--- src/rtl/intersection_pkg.sv ---
// Shared state encoding and direction constants for the intersection sequencer.
package intersection_pkg;

   typedef enum logic [8:0] {
      OFF       = 9'b0_0000_0001,
      STARTUP   = 9'b0_0000_0010,
      NS_GREEN  = 9'b0_0000_0100,
      NS_YELLOW = 9'b0_0000_1000,
      NS_CLEAR  = 9'b0_0001_0000,
      EW_GREEN  = 9'b0_0010_0000,
      EW_YELLOW = 9'b0_0100_0000,
      EW_CLEAR  = 9'b0_1000_0000,
      PED_WALK  = 9'b1_0000_0000
   } state_t;

   localparam logic DIR_NS = 1'b0;
   localparam logic DIR_EW = 1'b1;

   function automatic state_t green_of(input logic dir);
      return (dir == DIR_EW) ? EW_GREEN : NS_GREEN;
   endfunction

endpackage

--- src/rtl/intersection_ctrl_phase_timer.sv ---
// Phase dwell counter: counts up from 0, holds on request, flags the last cycle of a phase.
module phase_timer #(
   parameter int TW = 6
) (
   input  logic          clk,
   input  logic          reset_n,
   input  logic          clear,
   input  logic          hold,
   input  logic [TW:0]   limit,
   output logic          done
);

   logic [TW-1:0] count;

   // limit is one bit wider than count so a phase of exactly 2^TW cycles is representable
   assign done = ({1'b0, count} == (limit - (TW+1)'(1)));

   always_ff @(posedge clk or negedge reset_n) begin
      if (!reset_n)
         count <= '0;
      else if (clear)
         count <= '0;
      else if (!hold)
         count <= count + TW'(1);
   end

endmodule

--- src/rtl/intersection_ctrl.sv ---
// Two-approach intersection sequencer with pedestrian walk phase and emergency pre-emption.
//  state     | meaning
//  OFF       | sequence disabled, all lamps dark
//  STARTUP   | initial all-red before first NS green
//  NS_GREEN  | NS green, EW red
//  NS_YELLOW | NS yellow, EW red
//  NS_CLEAR  | all-red clearance after NS
//  EW_GREEN  | EW green, NS red
//  EW_YELLOW | EW yellow, NS red
//  EW_CLEAR  | all-red clearance after EW
//  PED_WALK  | all-red with walk lamp lit
module intersection_ctrl
   import intersection_pkg::*;
#(
   parameter int T_GREEN  = 30,
   parameter int T_YELLOW = 10,
   parameter int T_ALLRED = 5,
   parameter int T_PED    = 20,
   parameter int TW       = 6
) (
   input  logic       clk,
   input  logic       reset_n,
   input  logic       enable,
   input  logic       ped_req,
   input  logic       emerg_req,
   input  logic       emerg_dir,
   output logic       ns_red,
   output logic       ns_yellow,
   output logic       ns_green,
   output logic       ew_red,
   output logic       ew_yellow,
   output logic       ew_green,
   output logic       walk,
   output logic       ped_pending,
   output logic [8:0] state_out
);

   localparam logic [TW:0] LIM_GREEN  = (TW+1)'(T_GREEN);
   localparam logic [TW:0] LIM_YELLOW = (TW+1)'(T_YELLOW);
   localparam logic [TW:0] LIM_ALLRED = (TW+1)'(T_ALLRED);
   localparam logic [TW:0] LIM_PED    = (TW+1)'(T_PED);

   state_t      state, state_next;
   logic        next_dir, next_dir_next;
   logic        ped_next;
   logic        timer_clear, timer_hold, timer_done;
   logic [TW:0] limit;

   phase_timer #(.TW(TW)) u_timer (
      .clk     (clk),
      .reset_n (reset_n),
      .clear   (timer_clear),
      .hold    (timer_hold),
      .limit   (limit),
      .done    (timer_done)
   );

   always_ff @(posedge clk or negedge reset_n) begin
      if (!reset_n) begin
         state       <= OFF;
         next_dir    <= DIR_NS;
         ped_pending <= 1'b0;
      end else begin
         state       <= state_next;
         next_dir    <= next_dir_next;
         ped_pending <= ped_next;
      end
   end

   always_comb begin
      state_next    = state;
      next_dir_next = next_dir;
      timer_hold    = 1'b0;
      limit         = (TW+1)'(1);
      case (state)
         OFF:       state_next = STARTUP;
         STARTUP: begin
            limit = LIM_ALLRED;
            if (timer_done) state_next = NS_GREEN;
         end
         NS_GREEN: begin
            limit = LIM_GREEN;
            if (emerg_req && emerg_dir == DIR_NS) timer_hold = 1'b1;
            else if (emerg_req || timer_done)     state_next = NS_YELLOW;
         end
         NS_YELLOW: begin
            limit = LIM_YELLOW;
            if (timer_done) state_next = NS_CLEAR;
         end
         NS_CLEAR: begin
            limit         = LIM_ALLRED;
            next_dir_next = DIR_EW;
            if (timer_done) begin
               if (emerg_req)        state_next = green_of(emerg_dir);
               else if (ped_pending) state_next = PED_WALK;
               else                  state_next = EW_GREEN;
            end
         end
         EW_GREEN: begin
            limit = LIM_GREEN;
            if (emerg_req && emerg_dir == DIR_EW) timer_hold = 1'b1;
            else if (emerg_req || timer_done)     state_next = EW_YELLOW;
         end
         EW_YELLOW: begin
            limit = LIM_YELLOW;
            if (timer_done) state_next = EW_CLEAR;
         end
         EW_CLEAR: begin
            limit         = LIM_ALLRED;
            next_dir_next = DIR_NS;
            if (timer_done) begin
               if (emerg_req)        state_next = green_of(emerg_dir);
               else if (ped_pending) state_next = PED_WALK;
               else                  state_next = NS_GREEN;
            end
         end
         PED_WALK: begin
            limit = LIM_PED;
            if (timer_done) state_next = green_of(next_dir);
         end
         default:   state_next = OFF;
      endcase

      if (!enable) state_next = OFF;

      timer_clear = !enable || (state == OFF) || (state_next != state);

      // entry into the walk phase serves the request, so a press on that edge is absorbed
      if (!enable)
         ped_next = 1'b0;
      else if (state_next == PED_WALK && state != PED_WALK)
         ped_next = 1'b0;
      else
         ped_next = ped_pending | ped_req;
   end

   always_comb begin
      ns_red    = 1'b0;
      ns_yellow = 1'b0;
      ns_green  = 1'b0;
      ew_red    = 1'b0;
      ew_yellow = 1'b0;
      ew_green  = 1'b0;
      walk      = 1'b0;
      case (state)
         STARTUP, NS_CLEAR, EW_CLEAR: begin
            ns_red = 1'b1;
            ew_red = 1'b1;
         end
         PED_WALK: begin
            ns_red = 1'b1;
            ew_red = 1'b1;
            walk   = 1'b1;
         end
         NS_GREEN:  begin ns_green  = 1'b1; ew_red = 1'b1; end
         NS_YELLOW: begin ns_yellow = 1'b1; ew_red = 1'b1; end
         EW_GREEN:  begin ew_green  = 1'b1; ns_red = 1'b1; end
         EW_YELLOW: begin ew_yellow = 1'b1; ns_red = 1'b1; end
         default: ;
      endcase
   end

   assign state_out = state;

endmodule
--- config.mk ---
export PLATFORM = sky130hd
export DESIGN_NAME = intersection_ctrl
export DESIGN_NICKNAME = d
export VERILOG_FILES = /design/src/rtl/intersection_pkg.sv /design/src/rtl/intersection_ctrl_phase_timer.sv /design/src/rtl/intersection_ctrl.sv
export SDC_FILE = /design/constraint.sdc
export NUM_CORES = 1
export LEC_CHECK = 0
export CORE_MARGIN = 2
export CORE_UTILIZATION = 60
export DETAILED_ROUTE_END_ITERATION = 12
export HOLD_SLACK_MARGIN = 0.06
export PLACE_DENSITY = 0.85
export SYNTH_ARGS = -nofsm -noshare
export SYNTH_HDL_FRONTEND = slang
export SYNTH_SLANG_ARGS = --single-unit
--- constraint.sdc ---
create_clock -name clk -period 8.4 [get_ports clk]
set_input_delay 0.84 -clock clk [delete_from_list [all_inputs] [get_ports clk]]
set_output_delay 0.84 -clock clk [all_outputs]
set_load 0.05 [all_outputs]
==> impl_metrics.csv <==
group,metric,value,unit
final_layout,fillers,219,
floorplan,initial_utilization,0.6356,
critical_path,reg2reg_from,"state_out[6]$_DFF_PN0_",
logic_synthesis,synthCells,205,
detailed_routing,drt_first_iter_violations,153,
timing,finalSetupViolations,0,
floorplan,core_area,0.002781,mm^2
logic_synthesis,syn-num-nets,213,
timing,finalCriticalPeriod,4047,ps
critical_path,worst-path-buf-inv,1,
timing,timing.final.crit_share,0.4818,
logic_synthesis,yosys.area.top_type,"dfrtp_1",
final_layout,seq_area,426.7,um^2
logic_synthesis,yosysMostFrequentCell,"nand2_1",
critical_path,worstPathCellList,"or3_4 > nor2_1 > nor4b_1 > nor2_1 > nand2_1 > clkdlybuf4s50_1",
floorplan,die_y,58.28,um
detailed_routing,post_drt_wl_per_cell,20.25,um
grt,overflow,0,
detailed_routing,vias,1703,
detailed_routing,routed_wl,5103,um
job,drv_cap,0,
detailed_routing,dr.pass1.iters,4,
grt,first_global_vias,1662,
clock_tree,post-cts-setup-buffer-count,0,
clock_tree,cts-root-buf,"clkbuf_4",
pwr,p_total,0.3513,mW
logic_synthesis,avgSynthCellArea,8.624,um^2
clock_tree,numCtsBuffers,3,
logic_synthesis,synth_edf_count,0,
critical_path,crit_fanout,14,
critical_path,crit_path_max_incr_delay,800,ps
floorplan,num_rows,19,
clock_tree,cts_resized,0,
grt,antenna_found_initial,0,
critical_path,crit_type,"flip-flop to output pin",
floorplan,die_x,58.28,um
logic_synthesis,yosysWarnings,0,
logic_synthesis,ys_async_sr_fraction,1.000,
timing,slew_viol_final,0,
clock_tree,cts-hold-fix-buffers,0,
timing,worst_pin_slew,833.3,ps
logic_synthesis,netlist_area,0.001768,mm^2
final_layout,drive_gt1_frac,0.1765,
critical_path,cp.arrival,3210,ps
critical_path,crit_slowest_cell,"clkdlybuf4s50_1",
final_layout,num_antenna_cells,0,
clock_tree,cts_tree,"yes",
critical_path,worstPathRequired,7560,ps
timing,slew_headroom,0.4427,
grt,grtUsageTotal,0.3250,
detailed_routing,final_antenna_net_count,0,
final_layout,nNetsFinal,230,
grt,grt_first_pass_wirelength,8190,um
clock_tree,cts_sinks,17,
grt,grt_max_degree,18,
timing,finClkSkew,7.847,ps
clock_tree,clock_latency,310,ps
detailed_routing,vias_per_cell,6.758,
critical_path,path_delay_family,"simple AND/OR/NAND/NOR gates",
final_layout,syn_to_final_growth,12.24,%
pwr,p_leak,0.7986,nW
timing,tns,0,ps
logic_synthesis,synth_top_area_frac,0.2265,
detailed_routing,drc,0,
logic_synthesis,ys_ff_latch,17,
logic_synthesis,synth_area_leaders,"dfrtp_1 23%, nand2_1 4.0%, nor3_1 4.0%",
logic_synthesis,dominantRegCellSynth,"dfrtp_1",
timing,rsz0062_at_grt,"false",
pwr,cellPowerDensity,177.0,mW/mm^2
status,outcome,"completed",
clock_tree,clk_path_buf_depth,2,
pwr,ir_worst_vdd,0.1779,mV
logic_synthesis,synth_commonest_cells,"19 x nand2_1, 17 x nor2_1, 16 x dfrtp_1",
critical_path,critPathLaunch,"state_out[4]$_DFF_PN0_",
floorplan,dieArea,0.003397,mm^2
floorplan,ios,23,
logic_synthesis,synth_cell_types,65,
place,io_buffers,22,
critical_path,start_kind,"flip-flop",
hold_path,hold_start,"u_timer.count[5]$_DFFE_PN0P_",
timing,finalHoldViolCount,0,
critical_path,path_common_cell,"nor2_1",
place,dp_hpwl,3866,um
timing,fmax,247.1,MHz
logic_synthesis,ys_seq_area_frac,0.2413,
clock_tree,path_clk_slew,110,ps
clock_tree,htreeDepth,1,
critical_path,crit_path_end_kind,"output pin",
place,gp_congestion,0.9719,
final_layout,multi_input_area,0.001239,mm^2
hold_path,hp-class,"flip-flop to flip-flop",
## power breakdown
group	internal (mW)	leakage [nW]	switching (mW)
clock network	0.0186	0.0150	0.0293
registers	0.0888	0.232	0.0173
logic	0.0727	0.552	0.125
## metal layers
metal	share of wire	track usage	wire, um
met2	0.44	0.4880	2270
met3	0.081	0.03348	412
met5	0	0	0
met1	0.44	0.4693	2258
met4	0.032	0.1462	162
## placed cells by master (no fill, tap or decap), drive strengths merged, types with 5 or more instances in the layout
master          n
dfrtp          16
clkdlybuf4s50  22
o21ai          13
nor2           17
nand2          19
inv             9
xnor2           9
or3             5
a21oi          13
nand3          12
nor3           15
## cell type report
cell class                      count  area share
Clock buffer                        4     0.01324
Inverter                            9     0.01702
Multi-Input combinational cell    169      0.6242
Sequential cell                    17      0.2150
Tap cell                           31     0.01955
Timing Repair Buffer               22      0.1110
## worst reg2reg max path: cells and delay by family (launching register included)
family	cells	cell delay, ps
AO/OA/AOI/OAI	4	1140
AND/OR/NAND/NOR	5	860
adder cells (fa/ha/maj)	2	680
flip-flops	1	610
XOR/XNOR	1	130
## sequential cells by signal, indices dropped and copies added (netlist names)
signal and count:
ped_pending 1, u_timer.count 6, state_out 9, next_dir 1
## final timing paths
kind	to	cells after the start	slack [ps]
max	ew_red	6	4350
min	u_timer.count[5]$_DFFE_PN0P_	2	590
max reg2reg	u_timer.count[5]$_DFFE_PN0P_	12	4890
min reg2reg	u_timer.count[5]$_DFFE_PN0P_	2	590
max in group asynchronous	state_out[3]$_DFF_PN0_	1	6880
min in group asynchronous	u_timer.count[4]$_DFFE_PN0P_	1	1000
## kinds of logic after synthesis
family	Yosys count	synth area share
AND/OR/NAND/NOR	97	0.3362
AO/OA/AOI/OAI	51	0.2371
buffers and inverters	19	0.05803
flip-flops	17	0.2413
XOR/XNOR	12	0.07007
multiplexers	6	0.03751
adder cells (fa/ha/maj)	3	0.01981
## through the flow
stage	instances	utilization	instance area (um^2)	hold slack (ps)	setup WS, ps
final	252	0.7135	1984	593.3	4353
after global routing	252	0.7135	1984	640.0	4170
after CTS	252	0.7135	1984	602.8	4424
after detailed placement	248	0.7040	1958	587.2	4797
after global placement	248	0.7040	1958	560.4	4837
after floorplan	205	-	1768	519.8	3903
(Power assumes the default switching activity.)
